`config.mk`:
```
export PLATFORM = sky130hd
export DESIGN_NAME = mod_reduce_25519
export DESIGN_NICKNAME = d
export VERILOG_FILES = /design/src/rtl/mod_reduce_25519.sv
export SDC_FILE = /design/constraint.sdc
export NUM_CORES = 2
export LEC_CHECK = 0
export CORE_MARGIN = 2
export CORE_UTILIZATION = 54
export CTS_CLUSTER_DIAMETER = 120
export CTS_CLUSTER_SIZE = 16
export DETAILED_ROUTE_END_ITERATION = 8
export PLACE_DENSITY_LB_ADDON = 0.1
export SYNTH_ARGS = -nofsm -noshare
export SYNTH_HDL_FRONTEND = slang
export SYNTH_SLANG_ARGS = --single-unit
```
`constraint.sdc`:
```
create_clock -name clk -period 25.4 [get_ports clk]
set_input_delay 2.54 -clock clk [delete_from_list [all_inputs] [get_ports clk]]
set_output_delay 2.54 -clock clk [all_outputs]
set_load 0.02 [all_outputs]
```
`src/rtl/mod_reduce_25519.sv`:
```
`default_nettype none
// ============================================================================
//  Module   : mod_reduce_25519
//  Brief    : Folds a 512-bit product into its canonical residue mod 2^255-19
//             using 2^255 = 19 (mod q), then one conditional subtract of q.
//  Revision : 1.0  initial release
// ============================================================================
module mod_reduce_25519 #(
    parameter int IN_W     = 512,
    parameter int OUT_W    = 256,
    parameter int FOLD_MAX = 3
) (
    input  logic                              clk,
    input  logic                              rst,
    input  logic                              start,
    input  logic [IN_W-1:0]                   product,
    output logic                              busy,
    output logic                              done,
    output logic [OUT_W-1:0]                  result,
    output logic [$clog2(FOLD_MAX+1)-1:0]     folds
);

    localparam int CW    = $clog2(FOLD_MAX + 1);
    localparam int HI_W  = IN_W - 255;
    // 19 * hi needs 5 extra bits, plus one carry bit for the add
    localparam int SUM_W = HI_W + 6;
    localparam logic [OUT_W-1:0] C_Q = {{(OUT_W-255){1'b0}}, {247{1'b1}}, 8'hED};

    typedef enum logic [1:0] {
        S_IDLE = 2'd0,
        S_FOLD = 2'd1,
        S_CORR = 2'd2
    } state_t;

    state_t           r_state;
    logic [IN_W-1:0]  r_acc;
    logic [CW-1:0]    r_fcnt;

    logic             w_hi_zero;
    logic [SUM_W-1:0] w_fold_sum;
    logic [OUT_W-1:0] w_acc_low;
    logic             w_ge_q;
    logic [OUT_W-1:0] w_acc_sub;

    assign w_hi_zero  = (r_acc[IN_W-1:255] == '0);
    assign w_fold_sum = SUM_W'(r_acc[254:0]) + (SUM_W'(r_acc[IN_W-1:255]) * SUM_W'(19));
    assign w_acc_low  = r_acc[OUT_W-1:0];
    assign w_ge_q     = (w_acc_low >= C_Q);
    assign w_acc_sub  = w_acc_low - C_Q;

    always_ff @(posedge clk or posedge rst) begin
        if (rst) begin
            r_state <= S_IDLE;
            r_acc   <= '0;
            r_fcnt  <= '0;
            busy    <= 1'b0;
            done    <= 1'b0;
            result  <= '0;
            folds   <= '0;
        end else begin
            done <= 1'b0;
            case (r_state)
                S_IDLE: begin
                    // a start coinciding with the done pulse is dropped
                    if (start && !done) begin
                        r_acc   <= product;
                        r_fcnt  <= '0;
                        busy    <= 1'b1;
                        r_state <= S_FOLD;
                    end
                end
                S_FOLD: begin
                    if (w_hi_zero) begin
                        r_state <= S_CORR;
                    end else begin
                        r_acc  <= IN_W'(w_fold_sum);
                        r_fcnt <= r_fcnt + 1'b1;
                    end
                end
                S_CORR: begin
                    // acc < 2^255 < 2q here, so a single subtract is enough
                    result  <= w_ge_q ? w_acc_sub : w_acc_low;
                    folds   <= r_fcnt;
                    done    <= 1'b1;
                    busy    <= 1'b0;
                    r_state <= S_IDLE;
                end
                default: begin
                    busy    <= 1'b0;
                    r_state <= S_IDLE;
                end
            endcase
        end
    end

endmodule
`default_nettype wire
```
# ---- Word-level counts from Yosys, hierarchy flattened
# Cells that the tools add are included.
dict set report totals {
  reg_bits 776
  inputBits 515
  output_inout_bits 260
  word_cells 39
}
dict set report classes {
  addsub 3
  mul 1
  magnitude_cmp 1
  n_eq_ne 5
  mux 13
  bitwise_logic 1
  reduce_logical 8
}
# op n
set op_table {}
lappend op_table {{$mux 512} 2}
lappend op_table {{$pmux 512 s2} 1}
lappend op_table {{$add 255x262->263} 1}
lappend op_table {{$mul 257x5->262 const B} 1}
lappend op_table {{$logic_not 257->1} 1}
lappend op_table {{$ge 256x255->1 const B} 1}
lappend op_table {{$mux 256} 1}
lappend op_table {{$sub 256x255->256 const B} 1}
lappend op_table {{$mux 2} 4}
lappend op_table {{$pmux 2 s2} 2}
lappend op_table {{$ne 2x2->1 const B} 3}
lappend op_table {{$reduce_and 2->1} 2}
lappend op_table {{$reduce_and 3->1} 1}
lappend op_table {{$add 2x1->2 const B} 1}
lappend op_table {{$eq 2x1->1 const B} 1}
lappend op_table {{$eq 2x2->1 const B} 1}
lappend op_table {{$logic_not 2->1} 1}
lappend op_table {{$mux 1} 2}
lappend op_table {{$pmux 1 s2} 1}
lappend op_table {{$reduce_bool 2->1} 1}
lappend op_table {{$logic_and 1x1->1} 1}
lappend op_table {{$logic_not 1->1} 1}
lappend op_table {{$not 1->1} 1}

# ---- Logic depth before layout (Yosys ltp)
dict set report depth {
  ltp_word 4
  mapped_depth 25
  mapped_depth_nobuf 23
}

# ---- Worst setup path before layout
# No wires, ideal clock.
dict set report synth_path {
  path_type {reg-to-reg}
  from {reg r_acc[20]}
  to {reg r_acc[261]}
  setup_ps 82
  t_arrival_ps 5674
  required_time_ps 25318
  setup_slack_ps 19644
  path_stages_with_launch 25
  cell_sequence {dfrtp_1 > inv_1 > fa_1 > inv_1 > ha_1 > inv_1 > fa_1 > inv_1 > ha_1 > clkbuf_1 > nand2_1 > nor3_1 > o211ai_1 > o211ai_1 > a21boi_1 > nor3_1 > o21a_1 > o211ai_1 > a211oi_1 > a21boi_1 > o31ai_1 > a21o_1 > a21oi_1 > or4_1 > a31oi_1}
}
dict set report synth_between {
  elab_chain_len 3
}
# element line
set synth_rtl {}
lappend synth_rtl {{from (decl)} 36} ;# logic [IN_W-1:0] r_acc;
lappend synth_rtl {{from (signal assigned)} 66} ;# r_acc <= product;
lappend synth_rtl {{from (signal assigned)} 76} ;# r_acc <= IN_W'(w_fold_sum);
lappend synth_rtl {{$add 255x262->263} 46} ;# assign w_fold_sum = SUM_W'(r_acc[254:0]) + (SUM_W'(r_acc[IN_W-1:255]) * SUM_W'(19));
lappend synth_rtl {{$mux 512} 73} ;# if (w_hi_zero) begin
lappend synth_rtl {{$pmux 512 s2} 62} ;# case (r_state)
# Every way passes these cells. The select of a mux whose other input is x is not followed.
# A chain may end at the register's enable or synchronous reset.

# ---- Final worst setup path
dict set report layout_path {
  from {reg r_acc[260]}
  to {reg r_acc[255]}
}
dict set report layout_between {
  elab_chain_len 4
  elab_cells_between_ends 7
  cone_classes {add/sub (1); mul (1); eq/ne (1); mux (2); reduce/logical (2)}
}
# element line
set layout_rtl {}
lappend layout_rtl {{$mul 257x5->262} 46}
lappend layout_rtl {{$add 255x262->263} 46}
lappend layout_rtl {{$mux 512} 73}
lappend layout_rtl {{$pmux 512 s2} 62}
# Several ways; a longest one is shown, not always the timed one. The select of a mux whose other input is x is not followed.

==> impl_table.tex <==
\begin{tabular}{lr}
\hline
Metric & Value \\
\hline
\multicolumn{2}{l}{\textbf{Worst setup path}} \\
\quad Category of the critical setup timing path & reg -> reg \\
\quad Startpoint Class & flip-flop \\
\quad Critical path's most frequent cell & o21ai\_0 \\
\quad Worst-path maximum fanout & 5 \\
\quad Ordered cell list for the critical path & inv\_1 -> fa\_1 -> inv\_1 -> ha\_1 -> fa\_1 -> ha\_1 -> o21ai\_0 -> o21ai\_0 -> a31oi\_1 -> o21a\_1 -> nor4\_1 -> o2111ai\_1 -> a2111oi\_1 -> nor3\_1 -> o31ai\_1 -> a31o\_2 -> nand3\_1 -> o21ai\_0 -> a21oi\_1 -> xor2\_1 -> o221ai\_1 \\
\quad Delay of the slowest cell on the worst path & around 1.3 ns \\
\quad Critical path capture point type & flip-flop \\
\quad Critical path arrival & about 9.4 ns \\
\quad Required @ worst endpoint & 25.99 ns \\
\quad Buf/Inv on CP & 2 \\
\quad R2R setup slack & $\sim$17 ns \\
\quad Crit path max-delay cell type & a2111oi\_1 \\
\quad Worst path top cell family by delay & compound AO/OA/AOI/OAI gates \\
\multicolumn{2}{l}{\textbf{Yosys}} \\
\quad Cell area after synthesis & 0.07565 mm² \\
\quad Netlist cell types & 82 \\
\quad Number of synthesized flops with an enable pin & 0 \\
\quad Most frequent cell after synthesis & inv\_1 \\
\quad Fraction of synthesis flops using an asynchronous set or reset pin & between 90\% and 100\% \\
\quad Cells taking the most area after synthesis & dfrtp\_1, fa\_1, ha\_1, inv\_1, nand2\_1 \\
\quad \#FFs+latches synth & 776 \\
\quad Syn. warnings & 0 \\
\quad Sequential fraction of the synthesis area & 25.67\% \\
\quad Top flip-flop cell by instance count after synthesis & dfrtp\_1 \\
\quad Ranking of synthesized cells by instance count & inv\_1, nand2\_1, dfrtp\_1 \\
\quad Post-Syn Area per Cell & about 8.0 µm² \\
\quad Top-area cell type share of the netlist area & 25.67\% \\
\quad Top cell type by total area after synthesis & dfrtp\_1 \\
\quad Total nets after synthesis & 11122 \\
\quad Count of mapped cells out of synthesis & between 9000 and 10000 \\
\multicolumn{2}{l}{\textbf{Final layout}} \\
\quad Area taken by flip-flops and latches & 0.01942 mm² \\
\quad Post-route cell area & just under 0.09 mm² \\
\quad Layout cells sized above 1 & around 2.2\% \\
\quad Layout Utilization & between 60\% and 70\% \\
\quad Layout fillers & approximately 12000 \\
\quad Non-filler cells, final & 11858 \\
\quad Net count reported at finish & about 12000 \\
\quad Multi-input gate area in the final layout & between 0.04 and 0.05 mm² \\
\quad Area growth syn-to-layout & 14.33\% \\
\multicolumn{2}{l}{\textbf{Pwr}} \\
\quad Peak supply drop & 65.16 µV \\
\quad Pleak & around 40 nW \\
\quad Pwr Density & about 94 mW/mm² \\
\multicolumn{2}{l}{\textbf{Placed design}} \\
\quad Port buffer count & between 700 and 800 \\
\quad Final weighted congestion in routability-driven placement & 1.098 \\
\quad Number of placed instances, taps included & 11782 \\
\quad Estimated wirelength of the detail-placed design & 270200 µm \\
\quad Area post-placement & between 0.08 and 0.09 mm² \\
\multicolumn{2}{l}{\textbf{Clock network}} \\
\quad Post-CTS clock slew at the launch and capture registers of the worst setup and hold paths & around 0.090 ns \\
\quad Sinks on the clock net & $\sim$780 \\
\quad H-tree lvl count & 2 \\
\quad Clock Tree Root & clkbuf\_16 \\
\quad Clock Tree Buf Depth & 3 \\
\quad CTS tree & done \\
\quad Post-CTS setup-driven buffer insertion count & 0 \\
\quad TritonCTS buffer count & 56 \\
\quad CTS-repair resized insts & 0 \\
\quad Clock latency on the worst-skew pair & about 0.74 ns \\
\quad Cts-stage hold buffer count & 0 \\
\multicolumn{2}{l}{\textbf{Global routing}} \\
\quad Initial antenna violation count & 27 \\
\quad GR Overflow Total & 0 \\
\quad Via count of the first global-routing pass & around 72000 \\
\quad Overall global routing resource usage & 44.93\% \\
\quad Wire length of the first global-routing pass & 472300 µm \\
\quad Maximum number of pins on one net before global-route repair & between 200 and 250 \\
\multicolumn{2}{l}{\textbf{STA}} \\
\quad Portion of the clock cycle consumed by the worst path in the final layout & around 34\% \\
\quad Count of endpoints failing setup in the final report & 0 \\
\quad Slew at the pin closest to its max-slew limit & 1.350 ns \\
\quad Unrepaired setup endpoints after global routing & no \\
\quad Final hold vios & 0 \\
\quad Worst-case hold slack & 0.4794 ns \\
\quad Total Negative Setup Slacks & 0 ns \\
\quad Number of max-slew violations in the final report & 0 \\
\quad Period minus WS final & 8.758 ns \\
\quad Final setup skew & 0.04517 ns \\
\quad Slew Limit Headroom & around a tenth \\
\quad Achievable Freq & 114.2 MHz \\
\multicolumn{2}{l}{\textbf{Floorplanning}} \\
\quad Effective utilization at floorplan & 54.28\% \\
\quad Total die area & around 0.14 mm² \\
\quad Row cnt & 137 \\
\quad Die width & $\sim$380 µm \\
\quad Std-Cell Core Area & 0.1394 mm² \\
\quad Overall die height & between 300 and 400 µm \\
\quad Boundary pin count & roughly 780 \\
\multicolumn{2}{l}{\textbf{Routing}} \\
\quad First-iteration detailed-routing DRC count & roughly 8600 \\
\quad Vias & 73332 \\
\quad Average wire per standard cell & between 20 and 30 µm \\
\quad \# DRC & 0 \\
\quad Number of nets still failing antenna checks after routing & 0 \\
\quad Final Routed Wirelength & between 300000 and 400000 µm \\
\quad Via/cell ratio & 6.184 \\
\quad Total iterations of the first detailed-routing run & 7 \\
\multicolumn{2}{l}{\textbf{Status}} \\
\quad Status & finished clean \\
\multicolumn{2}{l}{\textbf{Run}} \\
\quad Number of max-capacitance violations reported & 0 \\
\multicolumn{2}{l}{\textbf{Hold path}} \\
\quad Worst min-delay path category & reg -> reg \\
\hline
\end{tabular}
[sequential cells by signal, summed over array words and instances (netlist names)]
signal	count
r_acc	512
result	256
folds	2
r_fcnt	2
r_state	2
busy	1
done	1
[per-stage QoR]
step | setup slack [ns] | total power, mW
after global placement | 17.24 | 6.960
after CTS | 16.95 | 7.967
after global routing | 16.60 | 8.693
after floorplan | 1.075 | 5.291
after detailed placement | 16.98 | 7.038
final | 16.64 | 8.131
[final timing paths]
| check | startpoint | to | cells after the start |
|---|---|---|---|
| worst max-delay path | r_acc[260] | r_acc[255] | 21 |
| worst min-delay path | result[40] | result[40] | 2 |
| worst max register to register | r_acc[260] | r_acc[255] | 21 |
| worst min register to register | result[40] | result[40] | 2 |
| max in group asynchronous | rst | r_acc[352] | 5 |
| min in group asynchronous | rst | r_acc[474] | 2 |
[layout make-up]
| cell class | count | area share, % |
|---|---|---|
| tap | 1876 | 2.714 |
| multi-input combinational | 6405 | 55.27 |
| clock buffer | 59 | 1.669 |
| clock inverter | 8 | 0.07667 |
| sequential | 776 | 22.45 |
| antenna | 9 | 0.02604 |
| timing repair buffer | 846 | 9.626 |
| inverter | 1879 | 8.169 |
[layout by cell type, fill, tap and decap left out, types with 27 or more instances in the layout]
cell type / count
nor3_1: 170
o31ai_1: 273
nand2_1: 1103
o21ai_0: 605
o21a_1: 42
a31oi_1: 65
a221oi_1: 30
and3_1: 55
o221ai_1: 27
or3_1: 29
xor2_1: 98
nor2_1: 526
dfrtp_1: 776
ha_1: 650
clkbuf_16: 57
or2_2: 29
nor4_1: 78
nand3_1: 189
fa_1: 508
a211oi_1: 127
clkdlybuf4s50_1: 774
a21o_1: 67
o21bai_1: 88
a21oi_1: 667
nand4_1: 244
buf_4: 69
inv_1: 1877
xnor2_1: 398
[routing by layer]
layer / up-vias / track usage [%] / share of wire [%] / wire length [µm]
met1: 35747 / 58.38 / 38 / 125400
li1: 32133 / - / - / -
met2: 4528 / 66.73 / 42 / 138500
met5: - / 0 / 0.035 / 115
met4: 16 / 28.21 / 7.7 / 24990
met3: 908 / 11.68 / 11 / 37470
[worst reg2reg max path: cells and delay by family (launching register included)]
family                     cells  cell delay [ns]
AOI/OAI and AO/OA             11             5.00
xor gates and xnor gates       1             0.28
adders and majority gates      4             1.64
buffers and inverters          2             0.18
DFF                            1             0.47
and+or+nand+nor                3             1.06
[logic make-up after synthesis]
logic type,count (synthesis),synth area share (%)
simple gates,2563,15.55
flops,776,25.67
compound gates,2182,17.50
buf+inv,2268,11.27
xor+xnor,496,5.743
fa+ha+maj,1158,24.19
mux,6,0.08270
[where the power goes]
group          switching [mW]  leakage, nW  internal (mW)
combinational            3.66         28.4           1.78
clock                   0.508        0.745          0.404
sequential              0.303         10.2           1.48
No activity file was read; power rests on OpenSTA's default activity.
